$ cat config.mk
export PLATFORM = sky130hd
export DESIGN_NAME = mac_tx_sched_flat
export DESIGN_NICKNAME = d
export VERILOG_FILES = /design/src/rtl/mac_tx_sched_if.sv /design/src/rtl/mac_tx_sched.sv /design/src/flat_wrapper.sv
export SDC_FILE = /design/constraint.sdc
export NUM_CORES = 1
export LEC_CHECK = 0
export CAP_MARGIN = 20
export CORE_UTILIZATION = 25
export CTS_CLUSTER_DIAMETER = 40
export CTS_CLUSTER_SIZE = 10
export DETAILED_ROUTE_END_ITERATION = 16
export SLEW_MARGIN = 20
export SYNTH_ARGS = -nofsm -noshare
export SYNTH_HDL_FRONTEND = slang
export SYNTH_SLANG_ARGS = --single-unit
export TNS_END_PERCENT = 10
$ cat constraint.sdc
create_clock -name clk -period 2.7 [get_ports clk]
set_input_delay 0.27 -clock clk [delete_from_list [all_inputs] [get_ports clk]]
set_output_delay 0.27 -clock clk [all_outputs]
set_load 0.01 [all_outputs]
$ cat src/rtl/mac_tx_sched_if.sv
// mac_tx_sched_if: request/grant bundle and mac_tx handshake for mac_tx_sched.
// The master side belongs to the frame sources and mac_tx; the slave side belongs to the scheduler.
interface mac_tx_sched_if #(
    parameter int NUM_REQ = 4,
    parameter int LEN_W   = 9
);
    localparam int SEL_W = (NUM_REQ > 1) ? $clog2(NUM_REQ) : 1;

    logic [NUM_REQ-1:0]       req;
    logic [NUM_REQ*LEN_W-1:0] req_len;
    logic [NUM_REQ-1:0]       gnt;
    logic [NUM_REQ-1:0]       done;
    logic                     mac_start;
    logic [31:0]              mac_payload_len;
    logic [SEL_W-1:0]         mac_sel;
    logic                     mac_tx_valid;
    logic                     mac_tx_last;
    logic                     busy;
    logic                     len_err;
    logic                     timeout;

    modport master (
        output req, req_len, mac_tx_valid, mac_tx_last,
        input  gnt, done, mac_start, mac_payload_len, mac_sel, busy, len_err, timeout
    );

    modport slave (
        input  req, req_len, mac_tx_valid, mac_tx_last,
        output gnt, done, mac_start, mac_payload_len, mac_sel, busy, len_err, timeout
    );
endinterface

$ cat src/rtl/mac_tx_sched.sv
// mac_tx_sched: round-robin scheduler sharing one mac_tx engine between NUM_REQ frame sources.
// Optional macro MAC_TX_SCHED_STRICT_PRIO_EN gives source 0 strict priority over the round-robin.
module mac_tx_sched #(
    parameter int NUM_REQ        = 4,
    parameter int LEN_W          = 9,
    parameter int IFG_CYCLES     = 12,
    parameter int TIMEOUT_CYCLES = 1024
) (
    input  logic          clk,
    input  logic          rst_n,
    mac_tx_sched_if.slave bus
);
    localparam int SEL_W = (NUM_REQ > 1) ? $clog2(NUM_REQ) : 1;
    localparam int WD_W  = (TIMEOUT_CYCLES > 1) ? $clog2(TIMEOUT_CYCLES) : 1;
    localparam int GAP_W = (IFG_CYCLES > 1) ? $clog2(IFG_CYCLES) : 1;

    localparam logic [WD_W-1:0]  WD_LAST  = WD_W'(TIMEOUT_CYCLES - 1);
    localparam logic [GAP_W-1:0] GAP_LAST = (IFG_CYCLES > 0) ? GAP_W'(IFG_CYCLES - 1) : '0;
    localparam logic [31:0]      MAX_LEN  = 32'd256;

    localparam logic [1:0] IDLE   = 2'd0;
    localparam logic [1:0] START  = 2'd1;
    localparam logic [1:0] ACTIVE = 2'd2;
    localparam logic [1:0] GAP    = 2'd3;

    logic [1:0]         state_q, state_d;
    logic [SEL_W-1:0]   ptr_q, ptr_d;
    logic [WD_W-1:0]    wd_q, wd_d;
    logic [GAP_W-1:0]   gap_q, gap_d;
    logic [NUM_REQ-1:0] gnt_q, gnt_d;
    logic [NUM_REQ-1:0] done_q, done_d;
    logic               start_q, start_d;
    logic [31:0]        len_q, len_d;
    logic [SEL_W-1:0]   sel_q, sel_d;
    logic               busy_q, busy_d;
    logic               len_err_q, len_err_d;
    logic               timeout_q, timeout_d;

    logic [LEN_W-1:0]   len_arr [NUM_REQ];
    logic               pick_vld;
    logic [SEL_W-1:0]   pick;
    logic [31:0]        pick_len;
    logic [SEL_W-1:0]   ptr_next;
    logic               end_frame;

    always_comb begin
        for (int unsigned i = 0; i < NUM_REQ; i++) begin
            len_arr[i] = bus.req_len[i*LEN_W +: LEN_W];
        end
    end

    // Cyclic search starting at the RR pointer; first hit wins.
    always_comb begin
        int unsigned idx;
        idx      = 0;
        pick_vld = 1'b0;
        pick     = '0;
        for (int unsigned k = 0; k < NUM_REQ; k++) begin
            idx = 32'(ptr_q) + k;
            if (idx >= NUM_REQ) idx = idx - NUM_REQ;
            if (!pick_vld && bus.req[SEL_W'(idx)]) begin
                pick_vld = 1'b1;
                pick     = SEL_W'(idx);
            end
        end
`ifdef MAC_TX_SCHED_STRICT_PRIO_EN
        if (bus.req[0]) begin
            pick_vld = 1'b1;
            pick     = '0;
        end
`endif
    end

    assign pick_len = 32'(len_arr[pick]);
    assign ptr_next = (sel_q == SEL_W'(NUM_REQ - 1)) ? '0 : sel_q + 1'b1;

    always_comb begin
        state_d   = state_q;
        ptr_d     = ptr_q;
        wd_d      = wd_q;
        gap_d     = gap_q;
        gnt_d     = gnt_q;
        sel_d     = sel_q;
        len_d     = len_q;
        done_d    = '0;
        start_d   = 1'b0;
        len_err_d = 1'b0;
        timeout_d = 1'b0;
        end_frame = 1'b0;

        case (state_q)
            IDLE: begin
                if (pick_vld) begin
                    state_d     = START;
                    gnt_d       = '0;
                    gnt_d[pick] = 1'b1;
                    sel_d       = pick;
                    len_d       = (pick_len > MAX_LEN) ? MAX_LEN : pick_len;
                    len_err_d   = (pick_len > MAX_LEN);
                end
            end
            START: begin
                state_d = ACTIVE;
                start_d = 1'b1;
                wd_d    = '0;
            end
            ACTIVE: begin
                if (bus.mac_tx_valid && bus.mac_tx_last) begin
                    done_d    = gnt_q;
                    end_frame = 1'b1;
                end else if (wd_q == WD_LAST) begin
                    timeout_d = 1'b1;
                    end_frame = 1'b1;
                end else begin
                    wd_d = wd_q + 1'b1;
                end
            end
            GAP: begin
                if (gap_q == GAP_LAST) state_d = IDLE;
                else                   gap_d   = gap_q + 1'b1;
            end
            default: state_d = IDLE;
        endcase

        if (end_frame) begin
            gnt_d   = '0;
            gap_d   = '0;
            state_d = (IFG_CYCLES == 0) ? IDLE : GAP;
`ifdef MAC_TX_SCHED_STRICT_PRIO_EN
            if (sel_q != '0) ptr_d = ptr_next;
`else
            ptr_d = ptr_next;
`endif
        end

        busy_d = (state_d != IDLE);
    end

    always_ff @(posedge clk or negedge rst_n) begin
        if (!rst_n) begin
            state_q   <= IDLE;
            ptr_q     <= '0;
            wd_q      <= '0;
            gap_q     <= '0;
            gnt_q     <= '0;
            done_q    <= '0;
            start_q   <= 1'b0;
            len_q     <= '0;
            sel_q     <= '0;
            busy_q    <= 1'b0;
            len_err_q <= 1'b0;
            timeout_q <= 1'b0;
        end else begin
            state_q   <= state_d;
            ptr_q     <= ptr_d;
            wd_q      <= wd_d;
            gap_q     <= gap_d;
            gnt_q     <= gnt_d;
            done_q    <= done_d;
            start_q   <= start_d;
            len_q     <= len_d;
            sel_q     <= sel_d;
            busy_q    <= busy_d;
            len_err_q <= len_err_d;
            timeout_q <= timeout_d;
        end
    end

    assign bus.gnt             = gnt_q;
    assign bus.done            = done_q;
    assign bus.mac_start       = start_q;
    assign bus.mac_payload_len = len_q;
    assign bus.mac_sel         = sel_q;
    assign bus.busy            = busy_q;
    assign bus.len_err         = len_err_q;
    assign bus.timeout         = timeout_q;
endmodule

$ cat src/flat_wrapper.sv
// flat-port wrapper written by rule: the top's interface ports become plain ports
module mac_tx_sched_flat 
#(
    parameter int NUM_REQ        = 4,
    parameter int LEN_W          = 9,
    parameter int IFG_CYCLES     = 12,
    parameter int TIMEOUT_CYCLES = 1024
)
  (clk, rst_n, bus_req, bus_req_len, bus_mac_tx_valid, bus_mac_tx_last, bus_gnt, bus_done, bus_mac_start, bus_mac_payload_len, bus_mac_sel, bus_busy, bus_len_err, bus_timeout);
  mac_tx_sched_if #(.NUM_REQ(NUM_REQ), .LEN_W(LEN_W)) bus_i ();
  input  logic clk;
  input  logic rst_n;
  input wire logic [$bits(bus_i.req)-1:0] bus_req;
  input wire logic [$bits(bus_i.req_len)-1:0] bus_req_len;
  input wire logic [$bits(bus_i.mac_tx_valid)-1:0] bus_mac_tx_valid;
  input wire logic [$bits(bus_i.mac_tx_last)-1:0] bus_mac_tx_last;
  output wire logic [$bits(bus_i.gnt)-1:0] bus_gnt;
  output wire logic [$bits(bus_i.done)-1:0] bus_done;
  output wire logic [$bits(bus_i.mac_start)-1:0] bus_mac_start;
  output wire logic [$bits(bus_i.mac_payload_len)-1:0] bus_mac_payload_len;
  output wire logic [$bits(bus_i.mac_sel)-1:0] bus_mac_sel;
  output wire logic [$bits(bus_i.busy)-1:0] bus_busy;
  output wire logic [$bits(bus_i.len_err)-1:0] bus_len_err;
  output wire logic [$bits(bus_i.timeout)-1:0] bus_timeout;
  assign bus_i.req = bus_req;
  assign bus_i.req_len = bus_req_len;
  assign bus_i.mac_tx_valid = bus_mac_tx_valid;
  assign bus_i.mac_tx_last = bus_mac_tx_last;
  assign bus_gnt = bus_i.gnt;
  assign bus_done = bus_i.done;
  assign bus_mac_start = bus_i.mac_start;
  assign bus_mac_payload_len = bus_i.mac_payload_len;
  assign bus_mac_sel = bus_i.mac_sel;
  assign bus_busy = bus_i.busy;
  assign bus_len_err = bus_i.len_err;
  assign bus_timeout = bus_i.timeout;
  mac_tx_sched #(.NUM_REQ(NUM_REQ), .LEN_W(LEN_W), .IFG_CYCLES(IFG_CYCLES), .TIMEOUT_CYCLES(TIMEOUT_CYCLES)) u_core (.clk(clk), .rst_n(rst_n), .bus(bus_i));
endmodule
# Word level (Yosys, flattened, before mapping)
# Index checks and enable logic that the tools add are counted.
# op_classes
add_sub_neg	10
n_lt_le_gt_ge	12
eq_ne	9
n_mux	50
n_bitwise	1
reduce_logical	18
# ops
operator	n
$mux W4	8
$mux W9	3
$mux W2	12
$mux W10	2
$pmux W10 S2	1
$bmux W9 S2	1
$mux W1	17
$lt A2 B3 Y1 const B	5
$ge A3 B3 Y1 const B	4
$add A10 B1 Y10 const B	1
$eq A10 B10 Y1 const B	1
$reduce_bool A2 Y1	5
$gt A9 B9 Y1 const B	1
$bmux W1 S2	4
$sub A2 B1 Y2 const B	4
$add A2 B2 Y3 const B	2
$eq A2 B2 Y1 const B	3
$pmux W2 S3	1
$reduce_and A2 Y1	3
$logic_and A1 B1 Y1	5
$add A4 B1 Y4 const B	1
$eq A4 B4 Y1 const B	1
$ne A2 B2 Y1 const B	2
$add A2 B1 Y3 const B	1
10 further kinds	12
# totals
ff_bits	64
out_inout_bits	46
word_cells	112

# Depth between registers and ports, before layout
# logic_depth
ltp_word	21
depth_mapped	10
mapped_depth_nobuf	9

# Worst setup path before layout
# No wires, ideal clock.
# synth_path
path_type	reg2reg
from	register u_core.ptr_q[1]
to	register u_core.len_err_q, in the netlist u_core.bus.len_err
setup_ps	139
t_arrival_ps	2117
path_slack_ps	444
path_stages_with_launch	10
path_buffers	4
period_less_slack_ps	2256
cell_sequence	dfrtp_1 buf_4 or4b_1 buf_6 nand2_4 buf_12 buf_12 mux2_2 a21oi_1 a41oi_2
# synth_via
elab_chain_len	21
# synth_lines
item	line_no	text
from (decl)	mac_tx_sched.sv:27	logic [SEL_W-1:0] ptr_q, ptr_d;
from (signal assigned)	mac_tx_sched.sv:155	ptr_q <= ptr_d;
branches (longest 19 deep; another with $add A2 B1 Y3)	n/a	
$mux W1 *	mac_tx_sched.sv:93	if (pick_vld) begin
$mux W1 *	mac_tx_sched.sv:91	case (state_q)
net u_core.len_err_d	mac_tx_sched.sv:36	logic len_err_q, len_err_d;
to (signal assigned)	mac_tx_sched.sv:164	len_err_q <= len_err_d;
to (decl)	mac_tx_sched.sv:36	
# Mark *: on every way through the listed nets, which the timed path passes. The select of a mux whose other input is x is not followed.
# A chain may end at the register's enable or synchronous reset.

# Worst setup path after layout
# layout_path
from	register u_core.state_q[0]
to	register u_core.wd_q[9]
# layout_via
elab_chain_len	3
# layout_lines
item	line_no	text
from (decl)	mac_tx_sched.sv:26	logic [1:0] state_q, state_d;
from (signal assigned)	mac_tx_sched.sv:154	state_q <= state_d;
$eq A2 B2 Y1 / $eq A2 B1 Y1 (equally long branches)	mac_tx_sched.sv:91	
$ne A2 B2 Y1 (no source line) / $reduce_bool A2 Y1 (equally long branches)	n/a	
$reduce_and A3 Y1 (no source line)	n/a	
to (signal assigned)	mac_tx_sched.sv:156	wd_q <= wd_d;
to (decl)	mac_tx_sched.sv:28	logic [WD_W-1:0] wd_q, wd_d;
# Several ways; a longest one is shown, not always the timed one.

==> flow_summary.ini <==
[synth]
syn_area_um2 = 2464
synthCells = 254
synth.most_common_cell = dfrtp_1
synth_seq_cells = 41
synth_top_area_frac = 0.4165
ys_seq_area_frac = 0.4165
syn-mean-instance-area_um2 = 9.699
synth.distinct_cells = 49
synth_edf_count = 0
yosysWarnings = 0
yosysTopAreaCell = dfrtp_1
yosys-top-cells-area = dfrtp_1 (42%), buf_4 (7.3%), nand2_1 (5.3%)
async_reset_ff_frac = 1.000
synth-main-ff-cell = dfrtp_1
synth_common_cells = dfrtp_1 (41), nand2_1 (35), buf_4 (24)

[timing]
tightest_slew_ns = 0.9184
maxSlewHeadroom = 0.3877
final.setup.tns_ns = 0
timing.final.crit_share = 0.8865
hold_viol = 0
period_needed_ns = 2.394
grt_setup_unrepaired = no
fin_skew_ns = 0.003443
setup_ws_ns = 0.3064
slew_violations = 0
final-setup-viol-count = 0
fmax_mhz = 417.8

[worst_setup_path]
cp_max_fo = 13
startpoint_type = flip-flop
crit_required_ns = 2.88
r2r-start = u_core.state_q[0]
reg2reg_depth = 9
r2r-end = u_core.wd_q[9]
critical_path_class = reg -> reg
cp.arrival_ns = 2.57
setup.worst_path.end = u_core.wd_q[9]
endpoint_kind = flip-flop
r2r_setup_slack_ns = 0.31
worstSetupStartpoint = u_core.state_q[0]

[clocking]
clk_path_buf_depth = 2
clock_sink_count = 41
htree_levels = 2
cts_setup_buffers = 0
cts_tree = yes
cts-root-buf = clkbuf_8
ctsHoldBuffers = 0
clock_latency_ns = 0.29
clkTransAtPathRegs_ns = 0.08
ctsResizeCount = 0
numCtsBuffers = 5

[global_route]
grt_pass1_vias = 1875
grt_start_max_net_pins = 42
grtUsageTotal = 0.1109
antenna_found_initial = 0
gr-total-overflow = 0
grt_pass1_wl_um = 8907

[floorplan]
core_um2 = 9371
die_h_um = 101.3
start_util = 0.2629
die_w_um = 101.3
pin_count = 90
die-area_um2 = 10260
num_rows = 35

[routing]
wl_um = 5593
routed_via_density = 4.328
wl_met1_um = 2686
highest_layer = met4
vias = 1978
dr_wl_met3_um = 270
ant_nets = 0
first_iter_violations = 70
drc = 0
wire_per_inst_um = 12.24
dr_wl_met2_um = 2579
first_pass_iters = 4

[layout]
drive_above_1_share = 0.1128
fillers = 982
area.growth.synth_to_final_pct = 32.61
final-seq-area_um2 = 1026
finalNetCount = 378
multi_input_area_um2 = 1247
insertedDiodeCount = 0

[power]
vdd.ir_drop.worst_mv = 0.2731
p_leak_nw = 1.442
powerDensity_nw_per_um2 = 838.7

[placed_design]
dp_worst_setup_slack_ns = 0.03861
routabilityCongestion = 0.7988
hpwl_um = 4371
port-buffer-count = 66

[worst_hold_path]
min-delay-path-class = in -> async

[run_status]
status = completed

[run]
cap_violations = 0
-- sequential cells by signal, indices dropped and copies added, names as in the netlist --
register                    flops
u_core.wd_q                    10
u_core.bus.mac_payload_len      9
u_core.bus.timeout              1
u_core.bus.len_err              1
u_core.bus.busy                 1
u_core.state_q                  2
u_core.ptr_q                    2
u_core.bus.mac_start            1
u_core.gap_q                    4
u_core.bus.done                 4
u_core.bus.mac_sel              2
u_core.bus.gnt                  4
-- power by group --
group | internal, mW | total (mW) | switching, mW
clock | 0.179 | 0.397 | 0.218
combinational | 0.665 | 1.42 | 0.753
sequential | 0.792 | 0.925 | 0.133
total | 1.64 | 2.74 | 1.10
-- kinds of logic (layout without fill, tap and decap cells) --
family / after synthesis / in the layout / synth area share
and+or+nand+nor: 93 / 93 / 0.1905
muxes: 14 / 14 / 0.06298
buffers and inverters: 36 / 88 / 0.1107
DFF: 41 / 41 / 0.4165
AOI/OAI and AO/OA: 56 / 56 / 0.1610
adders and majority gates: 7 / 7 / 0.03555
other: 1 / 23 / 0.001522
xor gates and xnor gates: 6 / 6 / 0.02133
-- worst min path at each step --
stage                 endpoint  slack (ns)  cells after the start
2_1_floorplan  u_core.bus.busy       -0.03                      0
3_3_place_gp    u_core.wd_q[3]        0.45                      1
3_5_place_dp    u_core.wd_q[0]        0.45                      1
4_1_cts         u_core.wd_q[3]        0.13                      1
5_1_grt        u_core.ptr_q[0]        0.17                      1
6_report        u_core.wd_q[3]        0.11                      1
-- cells in the final DEF, fill, tap and decap left out, types with 8 or more instances in the layout --
cell             synthesis  routed
a21oi_1                 17      17
buf_4                   24      10
clkdlybuf4s50_1          0      65
conb_1                   1      23
dfrtp_1                 41      41
mux2i_1                 11      11
nand2_1                 35      35
nand3_1                 12      12
nor2_1                  14      14
o21ai_0                  8       8
o31ai_1                 14      14
-- cell type report --
class | count | area share
Clock inverter | 3 | 0.005362
Clock buffer | 5 | 0.02106
Tap cell | 129 | 0.04941
Sequential cell | 41 | 0.3141
Timing Repair Buffer | 76 | 0.2237
Inverter | 4 | 0.004596
Multi-Input combinational cell | 199 | 0.3818
-- per-stage QoR --
| stage | hold WS (ns) | power (mW) | cells | util | area (um2) |
|---|---|---|---|---|---|
| 6_report | 0.1100 | 2.740 | 457 | 0.3486 | 3267 |
| 5_1_grt | 0.1715 | 2.974 | 457 | 0.3486 | 3267 |
| 3_3_place_gp | 0.4480 | 2.334 | 449 | 0.3394 | 3181 |
| 3_5_place_dp | 0.4529 | 2.366 | 449 | 0.3394 | 3181 |
| 4_1_cts | 0.1277 | 2.768 | 457 | 0.3486 | 3267 |
| 2_1_floorplan | -0.02559 | 1.928 | 276 | - | 2546 |
-- per-layer routing --
metal | up-vias | global-route usage
met5 | - | 0
met4 | 0 | 0.03902
met3 | 4 | 0.02070
met2 | 63 | 0.1805
met1 | 909 | 0.1474
li1 | 1002 | -
-- worst max-delay path, cell delays in order, from the launching register on --
cell     delay (ns)
dfrtp_1        0.39
inv_1          0.10
ha_1           0.36
and3_1         0.31
a31oi_2        0.18
nand2_1        0.16
nor3_1         0.43
nand3_1        0.15
xor2_1         0.15
nor2_1         0.05
(Power assumes the default switching activity.)
